<file path="config.mk">
export PLATFORM = sky130hd
export DESIGN_NAME = mem_responder
export DESIGN_NICKNAME = d
export VERILOG_FILES = /design/src/rtl/mem_responder.sv
export SDC_FILE = /design/constraint.sdc
export NUM_CORES = 1
export LEC_CHECK = 0
export ABC_AREA = 0
export CAP_MARGIN = 15
export CORE_MARGIN = 3
export CORE_UTILIZATION = 61
export DETAILED_ROUTE_END_ITERATION = 10
export PLACE_DENSITY = 0.87
export SLEW_MARGIN = 20
export SYNTH_ARGS = -nofsm -noshare
export SYNTH_HDL_FRONTEND = slang
export SYNTH_SLANG_ARGS = --single-unit
export TNS_END_PERCENT = 30
</file>
<file path="constraint.sdc">
create_clock -name clk -period 3.05 [get_ports clk]
set_input_delay 0.305 -clock clk [delete_from_list [all_inputs] [get_ports clk]]
set_output_delay 0.305 -clock clk [all_outputs]
set_load 0.05 [all_outputs]
</file>
<file path="src/rtl/mem_responder.sv">
// ============================================================================
// Module      : mem_responder
// Description : Memory-side responder with programmable wait states and preload port.
// Revision    : 1.0 - initial release
// ============================================================================
`default_nettype none

module mem_responder #(
    parameter int AW          = 4,
    parameter int DW          = 8,
    parameter int DEPTH       = 16,
    parameter int WAIT_STATES = 1
) (
    input  logic          clk,
    input  logic          reset,
    input  logic          req,
    input  logic          we,
    input  logic [AW-1:0] addr,
    input  logic [DW-1:0] wdata,
    output logic          ack,
    output logic [DW-1:0] rdata,
    output logic          err,
    output logic          busy,
    input  logic          ld_en,
    input  logic [AW-1:0] ld_addr,
    input  logic [DW-1:0] ld_data
);

    typedef enum logic [1:0] {
        IDLE = 2'd0,
        WAIT = 2'd1,
        RESP = 2'd2
    } state_t;

    localparam bit       NO_WAIT    = (WAIT_STATES == 0);
    localparam logic [3:0] CNT_START = 4'(WAIT_STATES - 1);

    state_t        state;
    logic [3:0]    cnt;
    logic [AW-1:0] addr_q;
    logic          we_q;
    logic [DW-1:0] wdata_q;
    logic [DW-1:0] mem [DEPTH];

    logic          accept;
    logic          do_access;
    logic [AW-1:0] acc_addr;
    logic          acc_we;
    logic [DW-1:0] acc_wdata;
    logic          acc_in_range;
    logic          ld_in_range;

    function automatic logic in_range(input logic [AW-1:0] a);
        logic [31:0] a_ext;
        a_ext = {{(32-AW){1'b0}}, a};
        return a_ext < 32'(DEPTH);
    endfunction

    // With no wait states the access happens on the accept edge, so it must
    // use the live request fields rather than the latches being loaded.
    assign accept       = (state == IDLE) && !ld_en && req;
    assign do_access    = (accept && NO_WAIT) || ((state == WAIT) && (cnt == 4'd0));
    assign acc_addr     = (state == IDLE) ? addr  : addr_q;
    assign acc_we       = (state == IDLE) ? we    : we_q;
    assign acc_wdata    = (state == IDLE) ? wdata : wdata_q;
    assign acc_in_range = in_range(acc_addr);
    assign ld_in_range  = in_range(ld_addr);

    always_ff @(posedge clk or negedge reset) begin
        if (!reset) begin
            state   <= IDLE;
            cnt     <= 4'd0;
            addr_q  <= '0;
            we_q    <= 1'b0;
            wdata_q <= '0;
            ack     <= 1'b0;
            err     <= 1'b0;
            busy    <= 1'b0;
            rdata   <= '0;
            for (int i = 0; i < DEPTH; i++) begin
                mem[i] <= '0;
            end
        end else begin
            case (state)
                IDLE: begin
                    if (ld_en) begin
                        if (ld_in_range) begin
                            mem[ld_addr] <= ld_data;
                        end
                    end else if (req) begin
                        addr_q  <= addr;
                        we_q    <= we;
                        wdata_q <= wdata;
                        busy    <= 1'b1;
                        if (NO_WAIT) begin
                            state <= RESP;
                        end else begin
                            state <= WAIT;
                            cnt   <= CNT_START;
                        end
                    end
                end
                WAIT: begin
                    if (cnt == 4'd0) begin
                        state <= RESP;
                    end else begin
                        cnt <= cnt - 4'd1;
                    end
                end
                RESP: begin
                    ack   <= 1'b0;
                    err   <= 1'b0;
                    busy  <= 1'b0;
                    state <= IDLE;
                end
                default: begin
                    state <= IDLE;
                end
            endcase

            if (do_access) begin
                ack <= 1'b1;
                if (acc_in_range) begin
                    err <= 1'b0;
                    if (acc_we) begin
                        mem[acc_addr] <= acc_wdata;
                    end else begin
                        rdata <= mem[acc_addr];
                    end
                end else begin
                    err   <= 1'b1;
                    rdata <= '0;
                end
            end
        end
    end

endmodule

`default_nettype wire

</file>
==> out/metrics.cfg <==
[status]
status=completed

[setup_path]
regToRegStartpoint=state[1]
crit_slowest_cell=dfrtp_1
startpoint_type=register
worstSetupPathType=register to register
r2r_cells=8
ff2ff_setup_slack_ns=0.21
arrival_ns=3.15
path_buf_inv=2
worstPathCellList=nor2_8 -> buf_4 -> o21ai_2 -> buf_12 -> a22oi_1 -> a21oi_1 -> nor4_1 -> a21oi_1
r2r_end=rdata[0]
slowest_delay_ns=0.57
end_kind=register
cp_top_family=simple AND/OR/NAND/NOR gates
worstPathRequired_ns=3.36
cp_max_fo=26
crit_top_cell=a21oi_1

[drt]
via_per_inst=6.85
drc_errors=0
wire_per_inst_um=25.7
detail_route.iter0.violations=722
firstDrtPassIters=7
drt-total-wl_mm=24.3
drtAntennaViolNets=0
vias=6483

[final_layout]
multi_input_area_um2=4520
drive_gt1_share_pct=12.7
nets=787
antenna_cells=0
fin_area_um2=9880
layout_commonest_cell=mux2i_1
nFillCells=904
regArea_um2=3930
fin_util_pct=72.9
area_growth_pct=13.9
final_cell_mix=mux2i_1, dfrtp_1, a22oi_1

[sta]
hold_viol_final=0
tightest_slew_ns=1.01
rsz0062_at_grt=false
slew_violations=0
fin_crit_sh_pct=93.3
fin_setup_tns_ns=0
finClkSkew_ns=0.0102
fin_crit_ns=2.84
max_freq_mhz=352
finalSetupViolations=0
slew_headroom_pct=32.4

[clock_tree]
hold_buffers=1
cts_setup_buffers=0
clock_path_buffers=2
clkTransAtPathRegs_ns=0.07
clock_latency_ns=0.45
cts_resized=0
htree_num_levels=4
cts-buffers-inserted=17
clkSinkCount=157
cts_tree=done
cts_root_buffer=clkbuf_16

[power]
vdd_ir_drop_max_v=0.000795
p_per_area_nw_per_um2=999
p_clk_share_pct=21.2
total_power_mw=9.88
cellLeakagePower_nw=4.43
internal_power_mw=5.68
swShare_pct=42.5
seqPwrFrac_pct=37.7
p_comb_share_pct=41.1
p_sw_mw=4.20

[floorplan]
ios=40
die_h_um=125
initial_core_util_pct=64.0
die_width_um=125
design.die.area_um2=15700
core_um2=13600
num_rows=42

[global_route]
grt_max_degree=85
grt_usage_pct=31.6
grt-ovfl-total=0
grt_pass1_wl_mm=38.6
antenna_found_initial=0
grt_pass1_vias=6869

[synth]
yosysSeqAreaShare_pct=45.3
syn-num-nets=751
synth-xor-area-share_pct=0.202
yosys_register_bits=157
synth_fa_ha_area_share_pct=0.144
synth_top_area_share_pct=45.3
synth_warnings=0
yosys.area_share.simple_pct=11.3
synthTopCellsByArea=dfrtp_1, mux2i_1, a22oi_1
synthCells=721
synth_area_um2=8680
syn_avg_cell_area_um2=12.0
synth_cell_type_count=41
synth_mux_area_share_pct=30.6
synth_top_family_by_area=multiplexers
synth_compound_area_share_pct=9.63
synth_top_cell_by_area=dfrtp_1

[placement]
dpl_cell_area_um2=9300
dpl.hpwl_mm=15.5
gp_congestion=0.998
io_buffers=38

[job]
maxCapViolations=0

[worst_hold_path]
hold_path_end=wdata_q[1]
min_path_cells=3
hold_path.startpoint=wdata[1]
hp-class=input port to register

tightest hold or removal path, delay by kind of cell:
| family | cells | cell delay [ns] |
|---|---|---|
| buffers and inverters | 1 | 0.42 |
| AND/OR/NAND/NOR | 2 | 0.10 |
sequential cells by signal, indices dropped and copies added, names as in the netlist, 2 cells and up:
signal,flops
wdata_q,8
state,2
addr_q,4
mem,128
rdata,8
cnt,4
cell families after synthesis:
logic type                 after synthesis
AOI/OAI and AO/OA                      118
xor gates and xnor gates                 2
adders and majority gates                1
buffers and inverters                   51
DFF                                    157
muxes                                  265
other                                    1
and+or+nand+nor                        126
worst max path at each step:
stage,startpoint,to,cells past startpoint
after CTS,state[1],rdata[0],8
after global routing,state[1],rdata[0],8
after detailed placement,state[1],rdata[0],8
after global placement,addr[0],rdata[5],8
after floorplan,cnt[0],mem[0],8
final,state[1],rdata[0],8
metrics by stage:
stage	instances	hold WS (ns)	setup WS, ns
global placement	913	0.408	0.425
finish	946	0.426	0.205
global route	946	0.455	0.173
detailed placement	913	0.418	0.301
CTS	946	0.414	0.283
floorplan	721	0.00941	0.831
area by class of cell:
cell class | count | area share [%]
Clock buffer | 18 | 4.44
Clock inverter | 14 | 1.38
Inverter | 6 | 0.228
Multi-Input combinational cell | 513 | 45.8
Sequential cell | 157 | 39.7
Tap cell | 176 | 2.23
Timing Repair Buffer | 62 | 6.22
cells in the mapped netlist:
library cell and n:
o21ai_0 5, or3_1 2, nor4b_2 1, dfrtp_1 157, nor2_2 3, a21o_1 1
nor2_1 14, buf_2 10, inv_1 6, nor4_1 9, ha_1 1, conb_1 1
nor2_4 3, o21a_1 1, or4b_1 1, nor2_8 17, nor3_4 2, nor2b_1 2
a31oi_4 4, nand2b_1 6, nor3_1 2, mux2i_1 265, buf_4 7, nor3b_1 4
or4_1 1, or3_4 1, clkbuf_1 26, a21oi_1 40, nand2_1 45, and4_1 1
or4b_2 1, o31ai_2 1, xnor2_1 2, o21ai_2 2, nand3b_1 1, nor4b_4 1
nand2_4 4, a22oi_1 64, nand3_1 4, nand4b_2 1, buf_6 2
layer usage:
layer	vias up	track usage (%)	part of all wire, %
met2	390	50.1	47
met3	89	6.48	8.5
li1	2735	-	-
met5	-	0	0
met1	3269	42.0	40
met4	0	14.7	4.4
power groups by stage:
stage	Clock, mW	Combinational, mW	Sequential, mW
floorplan	0	2.57	3.69
global placement	0	3.75	3.64
detailed placement	0	3.95	3.69
CTS	2.09	4.00	3.70
global route	2.19	4.32	3.82
finish	2.09	4.06	3.72
(Power assumes the default switching activity.)
